## config.mk

```make
export PLATFORM = sky130hd
export DESIGN_NAME = sram_arbiter
export DESIGN_NICKNAME = d
export VERILOG_FILES = /design/src/rtl/sram_arb_pkg.sv /design/src/rtl/sram_arb_rr2.sv /design/src/rtl/sram_arbiter.sv
export SDC_FILE = /design/constraint.sdc
export NUM_CORES = 1
export LEC_CHECK = 0
export BUFFER_PORTS_ARGS = -buffer_cell sky130_fd_sc_hd__buf_2
export CAP_MARGIN = 20
export CORE_ASPECT_RATIO = 2
export CORE_MARGIN = 10
export CORE_UTILIZATION = 45
export DETAILED_ROUTE_END_ITERATION = 10
export GPL_ROUTABILITY_DRIVEN = 0
export PLACE_DENSITY = 0.74
export SYNTH_ARGS = -nofsm -noshare
export SYNTH_HDL_FRONTEND = slang
export SYNTH_SLANG_ARGS = --single-unit
```

## constraint.sdc

```tcl
create_clock -name clk -period 2.4 [get_ports clk]
set_input_delay 0.24 -clock clk [delete_from_list [all_inputs] [get_ports clk]]
set_output_delay 0.24 -clock clk [all_outputs]
set_load 0.02 [all_outputs]
```

## src/rtl/sram_arb_pkg.sv

```systemverilog
// Shared types and constants for the two-port SRAM arbiter.
// Optional feature macro: SRAM_ARB_TIMEOUT_EN (enables the WAIT_DONE watchdog).
package sram_arb_pkg;

  // Arbiter FSM state encoding.
  typedef enum logic [2:0] {
    ST_IDLE      = 3'd0,
    ST_ISSUE     = 3'd1,
    ST_WAIT_DONE = 3'd2,
    ST_RESP      = 3'd3,
    ST_GAP       = 3'd4
  } arb_state_t;

  // Requester identities.
  localparam logic PORT_CPU  = 1'b0;
  localparam logic PORT_UART = 1'b1;

  // Default timing constants in clk cycles.
  localparam int DEFAULT_GAP_CYCLES     = 16;
  localparam int DEFAULT_TIMEOUT_CYCLES = 255;

  // Rising edge of a level signal given its registered previous value.
  function automatic logic rise_edge(input logic cur, input logic prev);
    return cur & ~prev;
  endfunction

  // Larger of two integers, used to size shared counters.
  function automatic int max_int(input int a, input int b);
    return (a > b) ? a : b;
  endfunction

endpackage

```

## src/rtl/sram_arb_rr2.sv

```systemverilog
// Two-way round-robin picker. When both ports request, the port that was
// not granted last wins; a lone requester always wins.
module sram_arb_rr2
  import sram_arb_pkg::*;
(
  input  logic req0,
  input  logic req1,
  input  logic last,
  output logic grant_valid,
  output logic grant_id
);

  // Pick the winner from the request pair and the last-grant pointer.
  always_comb begin
    grant_valid = req0 | req1;
    if (req0 && req1) begin
      grant_id = (last == PORT_CPU) ? PORT_UART : PORT_CPU;
    end else if (req1) begin
      grant_id = PORT_UART;
    end else begin
      grant_id = PORT_CPU;
    end
  end

endmodule

```

## src/rtl/sram_arbiter.sv

```systemverilog
// Two-port arbiter in front of the single 32-bit SRAM word controller.
// Port 0 is the CPU data port, port 1 the UART loader. One access at a time:
// latch request, issue, wait for the matching done edge, ack, then hold
// enable low for GAP_CYCLES so the controller settles back to idle.
// Optional feature macro: SRAM_ARB_TIMEOUT_EN -- when defined, a watchdog in
// WAIT_DONE ends a stuck access with err=1 after TIMEOUT_CYCLES.
module sram_arbiter
  import sram_arb_pkg::*;
#(
  parameter int ADDR_W         = 16,
  parameter int DATA_W         = 32,
  parameter int GAP_CYCLES     = DEFAULT_GAP_CYCLES,
  parameter int TIMEOUT_CYCLES = DEFAULT_TIMEOUT_CYCLES
) (
  input  logic              clk,
  input  logic              rst,
  input  logic              req0,
  input  logic              we0,
  input  logic [ADDR_W-1:0] addr0,
  input  logic [DATA_W-1:0] wdata0,
  input  logic              req1,
  input  logic              we1,
  input  logic [ADDR_W-1:0] addr1,
  input  logic [DATA_W-1:0] wdata1,
  output logic              ack0,
  output logic              err0,
  output logic [DATA_W-1:0] rdata0,
  output logic              ack1,
  output logic              err1,
  output logic [DATA_W-1:0] rdata1,
  output logic              busy,
  output logic              sram_enable,
  output logic              sram_writenable,
  output logic [ADDR_W-1:0] sram_address,
  output logic [DATA_W-1:0] sram_data_write,
  input  logic [DATA_W-1:0] sram_data_read,
  input  logic              sram_read_done,
  input  logic              sram_write_done
);

  // One counter serves both the GAP countdown and the WAIT_DONE watchdog
  // (the states are disjoint), so it is sized for the larger of the two.
  localparam int CNT_MAX = max_int(GAP_CYCLES, TIMEOUT_CYCLES);
  localparam int CNT_W   = $clog2(CNT_MAX + 1);
  localparam logic [CNT_W-1:0] CNT_ONE  = CNT_W'(1);
  localparam logic [CNT_W-1:0] GAP_LOAD = CNT_W'(GAP_CYCLES - 1);
`ifdef SRAM_ARB_TIMEOUT_EN
  localparam logic [CNT_W-1:0] TO_LAST  = CNT_W'(TIMEOUT_CYCLES - 1);
`endif

  arb_state_t        state;
  arb_state_t        state_next;

  logic              grant_valid;
  logic              grant_id;
  logic              last_grant;

  logic              gnt_r;
  logic              we_r;
  logic [ADDR_W-1:0] addr_r;
  logic [DATA_W-1:0] wdata_r;

  logic              rd_prev;
  logic              wr_prev;
  logic              done_edge;
  logic              timeout_hit;
  logic [CNT_W-1:0]  cnt;

  logic              enable_next;
  logic              ack0_next;
  logic              ack1_next;
  logic              err_next;
  logic              rdata_load;
  logic [DATA_W-1:0] rdata_next;

  sram_arb_rr2 u_rr2 (
    .req0        (req0),
    .req1        (req1),
    .last        (last_grant),
    .grant_valid (grant_valid),
    .grant_id    (grant_id)
  );

  // Rising edge of the done line that matches the latched access direction.
  always_comb begin
    if (we_r) begin
      done_edge = rise_edge(sram_write_done, wr_prev);
    end else begin
      done_edge = rise_edge(sram_read_done, rd_prev);
    end
  end

`ifdef SRAM_ARB_TIMEOUT_EN
  // Watchdog fires in the cycle whose increment would bring cnt to TIMEOUT_CYCLES.
  always_comb begin
    if (state == ST_WAIT_DONE) begin
      timeout_hit = (cnt == TO_LAST);
    end else begin
      timeout_hit = 1'b0;
    end
  end
`else
  assign timeout_hit = 1'b0;
`endif

  // State register.
  always_ff @(posedge clk) begin
    if (rst) begin
      state <= ST_IDLE;
    end else begin
      state <= state_next;
    end
  end

  // Next-state logic.
  always_comb begin
    state_next = state;
    case (state)
      ST_IDLE: begin
        if (grant_valid) begin
          state_next = ST_ISSUE;
        end else begin
          state_next = ST_IDLE;
        end
      end
      ST_ISSUE: begin
        state_next = ST_WAIT_DONE;
      end
      ST_WAIT_DONE: begin
        if (done_edge || timeout_hit) begin
          state_next = ST_RESP;
        end else begin
          state_next = ST_WAIT_DONE;
        end
      end
      ST_RESP: begin
        state_next = ST_GAP;
      end
      ST_GAP: begin
        if (cnt == '0) begin
          state_next = ST_IDLE;
        end else begin
          state_next = ST_GAP;
        end
      end
      default: begin
        state_next = ST_IDLE;
      end
    endcase
  end

  // Output decode: next values of the registered controller and response outputs.
  always_comb begin
    enable_next = 1'b0;
    ack0_next   = 1'b0;
    ack1_next   = 1'b0;
    err_next    = 1'b0;
    rdata_load  = 1'b0;
    rdata_next  = sram_data_read;
    case (state)
      ST_ISSUE: begin
        enable_next = 1'b1;
      end
      ST_WAIT_DONE: begin
        if (done_edge || timeout_hit) begin
          enable_next = 1'b0;
          ack0_next   = (gnt_r == PORT_CPU);
          ack1_next   = (gnt_r == PORT_UART);
          // A real done edge wins over a watchdog expiry in the same cycle.
          err_next    = ~done_edge;
          rdata_load  = ~we_r;
          rdata_next  = done_edge ? sram_data_read : '0;
        end else begin
          enable_next = 1'b1;
        end
      end
      ST_IDLE, ST_RESP, ST_GAP: begin
        enable_next = 1'b0;
      end
      default: begin
        enable_next = 1'b0;
      end
    endcase
  end

  // Registered outputs, request latches, edge history, pointer and counter.
  always_ff @(posedge clk) begin
    if (rst) begin
      ack0            <= 1'b0;
      ack1            <= 1'b0;
      err0            <= 1'b0;
      err1            <= 1'b0;
      rdata0          <= '0;
      rdata1          <= '0;
      busy            <= 1'b0;
      sram_enable     <= 1'b0;
      sram_writenable <= 1'b0;
      sram_address    <= '0;
      sram_data_write <= '0;
      gnt_r           <= PORT_CPU;
      we_r            <= 1'b0;
      addr_r          <= '0;
      wdata_r         <= '0;
      rd_prev         <= 1'b0;
      wr_prev         <= 1'b0;
      last_grant      <= PORT_UART;
      cnt             <= '0;
    end else begin
      ack0        <= ack0_next;
      ack1        <= ack1_next;
      err0        <= ack0_next & err_next;
      err1        <= ack1_next & err_next;
      busy        <= (state_next != ST_IDLE);
      sram_enable <= enable_next;
      rd_prev     <= sram_read_done;
      wr_prev     <= sram_write_done;

      if (rdata_load) begin
        if (gnt_r == PORT_UART) begin
          rdata1 <= rdata_next;
        end else begin
          rdata0 <= rdata_next;
        end
      end

      // Capture the winning request; inputs may change once it is acked.
      if ((state == ST_IDLE) && grant_valid) begin
        gnt_r <= grant_id;
        if (grant_id == PORT_UART) begin
          we_r    <= we1;
          addr_r  <= addr1;
          wdata_r <= wdata1;
        end else begin
          we_r    <= we0;
          addr_r  <= addr0;
          wdata_r <= wdata0;
        end
      end

      // Controller bus is loaded once and then held through WAIT_DONE.
      if (state == ST_ISSUE) begin
        sram_writenable <= we_r;
        sram_address    <= addr_r;
        sram_data_write <= wdata_r;
      end

      if (state == ST_RESP) begin
        last_grant <= gnt_r;
      end

      case (state)
        ST_RESP: begin
          cnt <= GAP_LOAD;
        end
        ST_GAP: begin
          if (cnt != '0) begin
            cnt <= cnt - CNT_ONE;
          end
        end
        ST_WAIT_DONE: begin
`ifdef SRAM_ARB_TIMEOUT_EN
          cnt <= cnt + CNT_ONE;
`else
          cnt <= '0;
`endif
        end
        default: begin
          cnt <= '0;
        end
      endcase
    end
  end

endmodule

```

==> results.md <==
* Max Buffers Root-to-Sink at 2
* Clock Power Share at 34.9%
* Max_cap viols at 0
* Yosys cell types at 39
* Critical Path Sink Type: flop
* Vias in the first global route at 6311
* Antenna violations before repair at 3
* Top-area cell type share of the netlist area at 52.84%
* Min Tclk post-route at 1.943 ns
* Cells after Synth at 868
* Actual slew at the worst max-slew pin at 0.6093 ns
* Hold buffer count at cts at 0
* Synth warnings at 0
* Placed cell count at 1263
* RSZ-0062 raised after global routing: false
* Startpoint class of the critical path: flop
* Die H at 194.6 microns
* Vias at 6507
* Post-CTS sizing at 0
* Core area at 14900 sq um
* Average vias per placed instance at 5.009
* Die width at 107.3 microns
* Final HPWL DP at 14.82 mm
* CP Max Fanout at 9
* Post-synth top area cell: dfxtp_1
* Total number of H-tree levels at 4
* Clk sinks at 181
* Buffers on Ports at 252
* Worst EP required at 2.69 ns
* First-pass GRT wire length at 32.20 mm
* Final Hold Vio Count at 0
* Grt ovf at 0
* Placed cell area at 8223 sq um
* Leakage at 3.818 nW
* Switch Pwr at 0.002200 W
* Layout cell share with drive strength beyond 1 at 27.73%
* Clk pin slew, worst setup/hold paths at 0.07 ns
* Final Net Count at 1224
* Pwr Total at 0.007472 W
* Fill count at 1485
* Maximum VDD drop at 0.5124 mV
* Gate power share at 18.5%
* Syn Area/Cell at 7.901 sq um
* 1st-iter DRT viols at 239
* Outcome: finished clean
* Commonest non-fill, non-tap cell in the layout: nand2_1
* Cts bufs inserted at 17
* Routed Antenna Nets at 0
* P_int at 0.005273 W
* Starting Density at 46.03%
* #FFs+latches synth at 181
* Pwr dens at 850.6 nW/um^2
* Global Route Usage Sum at 18.98%
* Area Overhead vs Synth at 28.10%
* Footprint of the multi-input gates at 2915 sq um
* Setup-failing EPs final at 0
* CTS tree: done
* Rel. slew slack at 59.23%
* DRC at 0
* Sequential Power Share at 46.6%
* CTS root buf: clkbuf_16
* Sequential fraction of the synthesis area at 52.84%
* Clock Latency Late Sink at 0.42 ns
* Die area at 20880 sq um
* Top cells by area, synth: dfxtp_1 (53%), nand2_1 (18%), a21oi_1 (8.7%)
* Highest clock rate at 514.6 MHz
* Finished Layout Cells at 1299
* DRT Pass-1 Iters at 4
* Routed WL at 20.02 mm
* Crit Path Category: reg -> reg
* Most frequent cells in the layout: nand2_1 (331), buf_2 (251), dfxtp_1 (181), a21oi_1 (119), nor2_1 (60)
* Max-slew violations at 0
* Cell Area, Synth at 6858 sq um
* Final period utilization at 80.98%
* Post-CTS Repair Setup Buffers at 0
* Worst hold slack at 0.07205 ns
* IO Count at 255
* Register area at 3623 sq um
* Hold Path Class: in -> reg
* WP data arrival at 2.23 ns
* Post-route cell area at 8785 sq um
* Rows at 63
* Clk_skew at 0.008847 ns
* WL/cell at 15.41 microns
* Pin count of the biggest net entering global routing at 73
* Setup TNS at 0 ns
* Switching fraction of total power at 29.44%
[critical path, stage by stage, from the launching register on]
cell and delay, ns:
dfxtp_1 0.34, inv_1 0.06, ha_1 0.16, or3b_1 0.42, or3_1 0.50, a31oi_1 0.25
a311oi_1 0.07
[cell type report]
type	count	share of cell area [%]
diodes	4	0.1139
flip-flops and latches	181	41.25
inverters	5	0.2136
multi-input cells	614	33.19
well taps	195	2.777
clock inverters	11	1.154
repair buffers	268	16.18
clock buffers	21	5.127
[sequential cells by signal (all words and copies together) (netlist names), 3 cells and up]
register         flops
cnt                  8
state                3
sram_data_write     32
rdata1              32
sram_address        16
rdata0              32
wdata_r             32
addr_r              16
[final timing paths]
check | start | to | slack [ns] | cells past startpoint
worst max-delay path | cnt[0] | cnt[3] | 0.46 | 6
worst min-delay path | sram_data_read[25] | rdata1[25] | 0.07 | 3
worst max register to register | cnt[0] | cnt[3] | 0.46 | 6
worst min register to register | rdata0[1] | rdata0[1] | 0.45 | 2
[synthesized netlist by cell type, drive strengths merged]
library cell / count
buf: 23
dfxtp: 181
nand3b: 2
or4: 1
inv: 5
and3b: 1
nand2b: 2
or3: 2
nand2: 332
xnor2: 1
a211o: 1
nor4: 2
clkbuf: 46
nand4: 2
o31ai: 2
a31oi: 2
a21oi: 119
o32a: 1
nand3: 4
o311a: 2
nor2b: 4
o211ai: 1
ha: 1
a21boi: 1
or2: 1
nor2: 60
o21ai: 4
nor3: 7
conb: 1
or4b: 2
or3b: 2
nor3b: 1
and2: 1
a311oi: 50
xor2: 1
[power groups by stage]
stage	clock, W	sequential, W	combinational [W]
floorplan	0	0.00363	0.000888
global placement	0	0.00354	0.00138
detailed placement	0	0.00355	0.00139
CTS	0.00268	0.00349	0.00140
global route	0.00280	0.00353	0.00155
finish	0.00261	0.00348	0.00138
[metrics by stage]
step                      worst slack (ns)  utilization (%)
after floorplan                     0.5684                -
after global placement              0.4869            55.19
after detailed placement            0.4652            55.19
after CTS                           0.4527            58.90
after global routing                0.3227            58.95
final                               0.4566            58.97
[per-layer routing]
metal	global-route usage (%)	vias to the layer above	wire, microns	share of wire [%]
met2	33.49	198	10500	52
met3	6.130	30	1488	7.4
met1	19.52	2944	7502	37
met5	0	-	0	0
met4	8.748	0	529	2.6
li1	-	3335	-	-
[kinds of logic (layout without fill, tap and decap cells)]
group,count (synthesis),in the layout,synth area share (%)
compound gates,183,183,16.55
xor+xnor,2,2,0.2555
fa+ha+maj,1,1,0.1824
buf+inv,74,305,5.090
flops,181,181,52.84
simple gates,426,426,25.03
other cells,1,6,0.05468
(Power assumes the default switching activity.)
